<file path="src/rtl/lsq_pkg.sv">
// lsq_pkg: shared FSM state, op encoding and default widths for the LSQ memory scheduler.
package lsq_pkg;
    typedef enum logic [1:0] {IDLE, REQ, WAIT} state_t;
    typedef enum logic {OP_LD = 1'b0, OP_ST = 1'b1} op_t;
    localparam int PC_W_DEF = 32;
    localparam int ADDR_W_DEF = 32;
    localparam int DATA_W_DEF = 32;
    localparam int STARVE_MAX_DEF = 4;
endpackage

</file>
<file path="src/rtl/lsq_mem_sched_if.sv">
// lsq_mem_sched_if: LSQ offer/done and data-memory request/response signals of the scheduler.
interface lsq_mem_sched_if import lsq_pkg::*; #(
    parameter int PC_W = PC_W_DEF,
    parameter int ADDR_W = ADDR_W_DEF,
    parameter int DATA_W = DATA_W_DEF
);
    logic ldValid, ldReady, stValid, stReady, flush, busy;
    logic [PC_W-1:0] ldPc, stPc, ldDonePc, stDonePc;
    logic [ADDR_W-1:0] ldAddr, stAddr, memAddr;
    logic [DATA_W-1:0] stData, memWdata, memRdata, ldDoneData;
    logic memReq, memWe, memGnt, memRvalid, ldDoneValid, stDoneValid;
    modport slave (
        input ldValid, ldPc, ldAddr, stValid, stPc, stAddr, stData, memGnt, memRvalid, memRdata, flush,
        output ldReady, stReady, memReq, memWe, memAddr, memWdata, ldDoneValid, ldDonePc, ldDoneData,
        stDoneValid, stDonePc, busy
    );
    modport master (
        output ldValid, ldPc, ldAddr, stValid, stPc, stAddr, stData, memGnt, memRvalid, memRdata, flush,
        input ldReady, stReady, memReq, memWe, memAddr, memWdata, ldDoneValid, ldDonePc, ldDoneData,
        stDoneValid, stDonePc, busy
    );
endinterface

</file>
<file path="src/rtl/lsq_mem_pick.sv">
// lsq_mem_pick: load/store winner select with a saturating counter of loads that overtook a waiting store.
module lsq_mem_pick import lsq_pkg::*; #(
    parameter int STARVE_MAX = STARVE_MAX_DEF
) (
    input  logic clk,
    input  logic rstn,
    input  logic ldValid,
    input  logic stValid,
    input  logic flush,
    input  logic idle,
    input  logic accept,
    output logic pickSt,
    output logic ldReady,
    output logic stReady
);
    logic [3:0] starve_q, starve_d;
    logic ld_elig;
    // A flushed load is not a candidate, so a waiting store takes the slot instead.
    always_comb begin
        ld_elig = ldValid & ~flush;
        pickSt = stValid & (~ld_elig | (starve_q == 4'(STARVE_MAX)));
        ldReady = idle & ld_elig & ~pickSt;
        stReady = idle & pickSt;
        starve_d = starve_q;
        if (accept & pickSt) starve_d = '0;
        else if (accept & stValid & (starve_q != 4'(STARVE_MAX))) starve_d = starve_q + 4'd1;
    end
    always_ff @(posedge clk or negedge rstn)
        if (!rstn) starve_q <= '0;
        else starve_q <= starve_d;
endmodule

</file>
<file path="src/rtl/lsq_mem_sched.sv">
// lsq_mem_sched: single-port data-memory scheduler; one transaction in flight, done pulses
// registered one cycle after the memory response, wrong-path load responses dropped on flush.
module lsq_mem_sched import lsq_pkg::*; #(
    parameter int PC_W = PC_W_DEF,
    parameter int ADDR_W = ADDR_W_DEF,
    parameter int DATA_W = DATA_W_DEF,
    parameter int STARVE_MAX = STARVE_MAX_DEF
) (
    input logic clk,
    input logic rstn,
    lsq_mem_sched_if.slave bus
);
    state_t state_q, state_d;
    op_t op_q, op_d;
    logic [PC_W-1:0] pc_q, pc_d, ld_pc_q, ld_pc_d, st_pc_q, st_pc_d;
    logic [ADDR_W-1:0] addr_q, addr_d;
    logic [DATA_W-1:0] data_q, data_d, ld_data_q, ld_data_d;
    logic drop_q, drop_d, ld_dv_q, ld_dv_d, st_dv_q, st_dv_d;
    logic idle, accept, pick_st, ld_flush;
    assign idle = state_q == IDLE;
    assign accept = (bus.ldValid & bus.ldReady) | (bus.stValid & bus.stReady);
    lsq_mem_pick #(.STARVE_MAX(STARVE_MAX)) u_pick (
        .clk(clk), .rstn(rstn), .ldValid(bus.ldValid), .stValid(bus.stValid), .flush(bus.flush),
        .idle(idle), .accept(accept), .pickSt(pick_st), .ldReady(bus.ldReady), .stReady(bus.stReady)
    );
    always_comb begin
        state_d = state_q;
        op_d = op_q;
        pc_d = pc_q;
        addr_d = addr_q;
        data_d = data_q;
        drop_d = drop_q;
        ld_dv_d = 1'b0;
        st_dv_d = 1'b0;
        ld_pc_d = ld_pc_q;
        ld_data_d = ld_data_q;
        st_pc_d = st_pc_q;
        ld_flush = bus.flush & (op_q == OP_LD);
        case (state_q)
            IDLE: if (accept) begin
                state_d = REQ;
                op_d = pick_st ? OP_ST : OP_LD;
                pc_d = pick_st ? bus.stPc : bus.ldPc;
                addr_d = pick_st ? bus.stAddr : bus.ldAddr;
                data_d = pick_st ? bus.stData : '0;
            end
            REQ: if (bus.memGnt) begin
                state_d = WAIT;
                drop_d = ld_flush;
            end else if (ld_flush) state_d = IDLE;
            WAIT: begin
                drop_d = drop_q | ld_flush;
                if (bus.memRvalid) begin
                    state_d = IDLE;
                    drop_d = 1'b0;
                    ld_dv_d = (op_q == OP_LD) & ~(drop_q | ld_flush);
                    st_dv_d = op_q == OP_ST;
                    ld_pc_d = ld_dv_d ? pc_q : ld_pc_q;
                    ld_data_d = ld_dv_d ? bus.memRdata : ld_data_q;
                    st_pc_d = st_dv_d ? pc_q : st_pc_q;
                end
            end
            default: state_d = IDLE;
        endcase
    end
    always_ff @(posedge clk or negedge rstn)
        if (!rstn) begin
            state_q <= IDLE;
            op_q <= OP_LD;
            pc_q <= '0;
            addr_q <= '0;
            data_q <= '0;
            drop_q <= 1'b0;
            ld_dv_q <= 1'b0;
            st_dv_q <= 1'b0;
            ld_pc_q <= '0;
            ld_data_q <= '0;
            st_pc_q <= '0;
        end else begin
            state_q <= state_d;
            op_q <= op_d;
            pc_q <= pc_d;
            addr_q <= addr_d;
            data_q <= data_d;
            drop_q <= drop_d;
            ld_dv_q <= ld_dv_d;
            st_dv_q <= st_dv_d;
            ld_pc_q <= ld_pc_d;
            ld_data_q <= ld_data_d;
            st_pc_q <= st_pc_d;
        end
    assign bus.memReq = state_q == REQ;
    assign bus.memWe = op_q == OP_ST;
    assign bus.memAddr = addr_q;
    assign bus.memWdata = data_q;
    assign bus.ldDoneValid = ld_dv_q;
    assign bus.ldDonePc = ld_pc_q;
    assign bus.ldDoneData = ld_data_q;
    assign bus.stDoneValid = st_dv_q;
    assign bus.stDonePc = st_pc_q;
    assign bus.busy = ~idle;
endmodule

</file>
<file path="src/flat_wrapper.sv">
// flat-port wrapper written by rule: the top's interface ports become plain ports
module lsq_mem_sched_flat import lsq_pkg::*;
#(
    parameter int PC_W = PC_W_DEF,
    parameter int ADDR_W = ADDR_W_DEF,
    parameter int DATA_W = DATA_W_DEF,
    parameter int STARVE_MAX = STARVE_MAX_DEF
)
  (clk, rstn, bus_ldValid, bus_ldPc, bus_ldAddr, bus_stValid, bus_stPc, bus_stAddr, bus_stData, bus_memGnt, bus_memRvalid, bus_memRdata, bus_flush, bus_ldReady, bus_stReady, bus_memReq, bus_memWe, bus_memAddr, bus_memWdata, bus_ldDoneValid, bus_ldDonePc, bus_ldDoneData, bus_stDoneValid, bus_stDonePc, bus_busy);
  lsq_mem_sched_if #(.PC_W(PC_W), .ADDR_W(ADDR_W), .DATA_W(DATA_W)) bus_i ();
  input logic clk;
  input logic rstn;
  input wire logic [$bits(bus_i.ldValid)-1:0] bus_ldValid;
  input wire logic [$bits(bus_i.ldPc)-1:0] bus_ldPc;
  input wire logic [$bits(bus_i.ldAddr)-1:0] bus_ldAddr;
  input wire logic [$bits(bus_i.stValid)-1:0] bus_stValid;
  input wire logic [$bits(bus_i.stPc)-1:0] bus_stPc;
  input wire logic [$bits(bus_i.stAddr)-1:0] bus_stAddr;
  input wire logic [$bits(bus_i.stData)-1:0] bus_stData;
  input wire logic [$bits(bus_i.memGnt)-1:0] bus_memGnt;
  input wire logic [$bits(bus_i.memRvalid)-1:0] bus_memRvalid;
  input wire logic [$bits(bus_i.memRdata)-1:0] bus_memRdata;
  input wire logic [$bits(bus_i.flush)-1:0] bus_flush;
  output wire logic [$bits(bus_i.ldReady)-1:0] bus_ldReady;
  output wire logic [$bits(bus_i.stReady)-1:0] bus_stReady;
  output wire logic [$bits(bus_i.memReq)-1:0] bus_memReq;
  output wire logic [$bits(bus_i.memWe)-1:0] bus_memWe;
  output wire logic [$bits(bus_i.memAddr)-1:0] bus_memAddr;
  output wire logic [$bits(bus_i.memWdata)-1:0] bus_memWdata;
  output wire logic [$bits(bus_i.ldDoneValid)-1:0] bus_ldDoneValid;
  output wire logic [$bits(bus_i.ldDonePc)-1:0] bus_ldDonePc;
  output wire logic [$bits(bus_i.ldDoneData)-1:0] bus_ldDoneData;
  output wire logic [$bits(bus_i.stDoneValid)-1:0] bus_stDoneValid;
  output wire logic [$bits(bus_i.stDonePc)-1:0] bus_stDonePc;
  output wire logic [$bits(bus_i.busy)-1:0] bus_busy;
  assign bus_i.ldValid = bus_ldValid;
  assign bus_i.ldPc = bus_ldPc;
  assign bus_i.ldAddr = bus_ldAddr;
  assign bus_i.stValid = bus_stValid;
  assign bus_i.stPc = bus_stPc;
  assign bus_i.stAddr = bus_stAddr;
  assign bus_i.stData = bus_stData;
  assign bus_i.memGnt = bus_memGnt;
  assign bus_i.memRvalid = bus_memRvalid;
  assign bus_i.memRdata = bus_memRdata;
  assign bus_i.flush = bus_flush;
  assign bus_ldReady = bus_i.ldReady;
  assign bus_stReady = bus_i.stReady;
  assign bus_memReq = bus_i.memReq;
  assign bus_memWe = bus_i.memWe;
  assign bus_memAddr = bus_i.memAddr;
  assign bus_memWdata = bus_i.memWdata;
  assign bus_ldDoneValid = bus_i.ldDoneValid;
  assign bus_ldDonePc = bus_i.ldDonePc;
  assign bus_ldDoneData = bus_i.ldDoneData;
  assign bus_stDoneValid = bus_i.stDoneValid;
  assign bus_stDonePc = bus_i.stDonePc;
  assign bus_busy = bus_i.busy;
  lsq_mem_sched #(.PC_W(PC_W), .ADDR_W(ADDR_W), .DATA_W(DATA_W), .STARVE_MAX(STARVE_MAX)) u_core (.clk(clk), .rstn(rstn), .bus(bus_i));
endmodule
</file>
<file path="config.mk">
export PLATFORM = sky130hd
export DESIGN_NAME = lsq_mem_sched_flat
export DESIGN_NICKNAME = d
export VERILOG_FILES = /design/src/rtl/lsq_pkg.sv /design/src/rtl/lsq_mem_sched_if.sv /design/src/rtl/lsq_mem_pick.sv /design/src/rtl/lsq_mem_sched.sv /design/src/flat_wrapper.sv
export SDC_FILE = /design/constraint.sdc
export NUM_CORES = 1
export LEC_CHECK = 0
export CAP_MARGIN = 10
export CORE_ASPECT_RATIO = 1.2
export CORE_MARGIN = 2
export CORE_UTILIZATION = 42
export CTS_CLUSTER_DIAMETER = 150
export DETAILED_ROUTE_END_ITERATION = 8
export DONT_BUFFER_PORTS = 1
export GPL_ROUTABILITY_DRIVEN = 1
export GPL_TIMING_DRIVEN = 1
export SLEW_MARGIN = 20
export SYNTH_ARGS = -nofsm -noshare
export SYNTH_HDL_FRONTEND = slang
export SYNTH_SLANG_ARGS = --single-unit
</file>
<file path="constraint.sdc">
create_clock -name clk -period 1.8 [get_ports clk]
set_input_delay 0.27 -clock clk [delete_from_list [all_inputs] [get_ports clk]]
set_output_delay 0.27 -clock clk [all_outputs]
set_load 0.03 [all_outputs]
</file>
==> impl_results.md <==
- Maximum net fanout on the critical path: 3
- Initial antenna violation count: 2
- Detailed-router iteration count before antenna repair: 4
- DR vias: 5652
- Sequential element share of the synthesized area: 62.6%
- Final-report setup violation count: 67
- Share of total power in sequential cells: 55.9%
- Relative slew slack: 67.4%
- Peak supply drop: 1.16 mV
- NumNets Final: 907
- Library cells used by synthesis: 34
- Growth of design area from synthesis to finish: 35.3%
- Met1 layer usage reported by global route: 27.1%
- Flops & latches, synth: 202
- Pin count of the biggest net entering global routing: 203
- Global routing's busiest layer: met2
- Post-CTS Hold Fix Bufs: 130
- Part of the total power dissipated in the clock network: 20.9%
- Instance count after placement with tap cells included: 786
- Detailed-route wire length per cell: 24.8 um
- GRT Overall Usage: 22.4%
- Smallest hold slack: -0.521 ns
- Static Leak: 4.71 nW
- Post-Route Setup TNS: -9.58 ns
- Unrepaired setup endpoints after global routing: true
- Share of the core filled with cells: 57.9%
- Gate count of the mapped netlist: 554
- Routability congestion estimate: 0.760
- Number of maximum-capacitance violations: 0
- Layout cell share with drive strength beyond 1: 35.0%
- H-tree levels: 1
- Critical Path RT: 1.53 ns
- Class of the worst hold path: in -> async
- Sort of element at the start of the critical path: flip-flop
- Clock buffer depth: 3
- Failing checks: hold timing, setup timing
- Count of input and output buffers: 0
- DRT antenna net count: 0
- Total wire length after detailed routing: 24.3 mm
- Post-detailed-placement half-perimeter wirelength: 14.3 mm
- Global routing usage on met2: 38.4%
- Overflow left after global routing: 0
- Post-layout worst setup margin: -0.281 ns
- Final Cell Area: 10900 sq um
- Net count after synthesis: 755
- GRT met3 Usage: 6.17%
- Post-route clock skew: 0.0203 ns
- Number of top-level pins: 366
- TritonCTS clock tree: built
- Vert. Die Dim: 156 um
- Total internal power: 12.3 mW
- Total net switching power: 8.92 mW
- Power Dens Cells: 1950 nW/um^2
- Clock slew at reported path FFs: 0.07 ns
- Avg Inst Size Synth: 14.6 sq um
- Iteration-0 DRC count of the detailed router: 292
- Width of the chip: 131 um
- FMAX: 480 MHz
- Die Outline Area: 20300 sq um
- Reg-to-Reg Start: u_core.state_q[1]
- Number of buffers inserted during clock tree synthesis: 20
- Status: finished, violations left
- Post-Place Cell Area: 8470 sq um
- Wire length of the first global-routing pass: 35.1 mm
- Warning count from the yosys run: 0
- Logic gate share of total power: 23.2%
- Starting utilization of the core area: 42.8%
- Post-layout power: 21.2 mW
- Share of total power consumed by net switching: 42.0%
- Post-route minimum period: 2.08 ns
- Vias in the first global route: 6105
- Count of endpoints failing hold in the final timing report: 202
- Period Utilization, post-route: 116%
- Worst setup path start: u_core.state_q[1]
- Mapped Area: 8070 sq um
- Arrival time of data at the critical path endpoint: 1.81 ns
- Skew-Pair Late Insertion Delay: 0.49 ns
- Post-DR vias/cell: 5.79
- Kind of end point of the critical path: output port
- Number of clock sinks seen by CTS: 202
- Root buf cell: sky130_fd_sc_hd__clkbuf_16
- Number of slew-limit violations in the final report: 0
- Dpl ws: -0.00674 ns
- Number of remaining DRC errors: 0
- Floorplan core area: 18900 sq um
- Non-Filler Instances: 977
- Slew of the pin with the lowest slew margin: 0.488 ns
- CP Class: reg -> out
- Row Count: 55
==> worst max-delay path: stages, from the launching register on <==
cell and delay (ns):
sky130_fd_sc_hd__dfrtp_1 0.39, sky130_fd_sc_hd__or4b_4 0.56, sky130_fd_sc_hd__buf_12 0.16, sky130_fd_sc_hd__nor2_4 0.08, sky130_fd_sc_hd__buf_6 0.13
==> power by group through the flow <==
| stage | Combinational [mW] | Sequential, mW | Clock (mW) |
|---|---|---|---|
| after floorplan | 3.25 | 11.3 | 0 |
| after global placement | 3.92 | 11.9 | 0 |
| after detailed placement | 4.16 | 11.9 | 0 |
| after CTS | 4.78 | 11.8 | 4.50 |
| after global routing | 5.30 | 12.1 | 4.70 |
| final | 4.93 | 11.9 | 4.43 |
==> timing repair <==
action | in CTS | in global routing
buffers inserted | 11 | 6
gates resized for setup | 17 | 17
endpoints found under the setup margin | 6 | 84
pin swaps | 6 | 2
hold endpoints to repair | 332 | 202
gates cloned | 5 | 3
==> cells in the final DEF (no fill, tap or decap), types with 5 or more instances in the layout <==
| cell | synthesis | layout |
|---|---|---|
| sky130_fd_sc_hd__buf_4 | 0 | 17 |
| sky130_fd_sc_hd__buf_6 | 6 | 10 |
| sky130_fd_sc_hd__buf_12 | 0 | 12 |
| sky130_fd_sc_hd__or3_1 | 64 | 60 |
| sky130_fd_sc_hd__o221a_2 | 63 | 62 |
| sky130_fd_sc_hd__a21oi_1 | 6 | 6 |
| sky130_fd_sc_hd__dlygate4sd3_1 | 0 | 130 |
| sky130_fd_sc_hd__clkbuf_1 | 25 | 5 |
| sky130_fd_sc_hd__a22o_1 | 32 | 32 |
| sky130_fd_sc_hd__dfrtp_1 | 202 | 202 |
| sky130_fd_sc_hd__mux2_2 | 96 | 96 |
| sky130_fd_sc_hd__clkbuf_16 | 0 | 22 |
==> cell usage after synthesis (all sizes together) <==
library cell | number | area, sq um
and4 | 1 | 8.76
or4 | 1 | 7.51
nor2 | 4 | 15.0
a211oi | 2 | 15.0
or3 | 64 | 400
a21oi | 6 | 30.0
nand3 | 3 | 15.0
dfrtp | 202 | 5050
mux2 | 96 | 1080
nand2 | 3 | 11.3
nor3b | 1 | 7.51
or4b | 1 | 13.8
and3b | 1 | 8.76
nand3b | 2 | 15.0
nor3 | 2 | 10.0
o21ai | 5 | 25.0
o41ai | 1 | 8.76
ha | 2 | 25.0
a22o | 32 | 280
o221a | 64 | 721
nor2b | 2 | 12.5
and4b | 1 | 10.0
nand4 | 2 | 12.5
clkbuf | 25 | 93.8
inv | 7 | 26.3
o21a | 1 | 7.51
a21o | 1 | 7.51
or3b | 1 | 8.76
buf | 21 | 136
==> area by class of cell <==
type / instances / area (sq um)
clock buffer: 30 / 599
clock inverter: 6 / 108
sequential: 202 / 5050
antenna: 1 / 2.50
timing repair buffer: 176 / 1980
fill: 1451 / 7940
tap: 256 / 320
multi-input combinational: 299 / 2820
inverter: 7 / 33.8
==> layer usage <==
metal | wire length, um | vias to the layer above
met3 | 2070 | 54
li1 | - | 2412
met5 | 10 | -
met1 | 9070 | 2852
met4 | 688 | 2
met2 | 12400 | 332
==> sequential cells by signal, indices dropped and copies added, names as in the netlist <==
| register | cells |
|---|---|
| u_core.u_pick.starve_q | 4 |
| u_core.bus.memWdata | 32 |
| u_core.bus.stDoneValid | 1 |
| u_core.bus.memWe | 1 |
| u_core.bus.stDonePc | 32 |
| u_core.bus.memAddr | 32 |
| u_core.pc_q | 32 |
| u_core.bus.ldDonePc | 32 |
| u_core.bus.ldDoneData | 32 |
| u_core.state_q | 2 |
| u_core.bus.ldDoneValid | 1 |
| u_core.drop_q | 1 |
==> logic make-up after synthesis <==
| kind of cell | count (synthesis) | synth area share, % |
|---|---|---|
| adders and majority gates | 2 | 0.310 |
| AOI/OAI and AO/OA | 112 | 13.6 |
| buffers and inverters | 53 | 3.18 |
| muxes | 96 | 13.4 |
| DFF | 202 | 62.6 |
| and+or+nand+nor | 89 | 6.90 |
==> final timing paths <==
check | to | slack (ns) | depth (start not counted)
min | u_core.pc_q[28] | -0.52 | 0
max | bus_ldReady | -0.28 | 4
min reg2reg | u_core.bus.ldDonePc[28] | 0.54 | 1
max in group asynchronous | u_core.bus.memAddr[16] | 1.94 | 0
max reg2reg | u_core.bus.memAddr[18] | -0.22 | 5
min in group clk | u_core.pc_q[3] | 0.05 | 2
No activity file was read; power rests on OpenSTA's default activity.
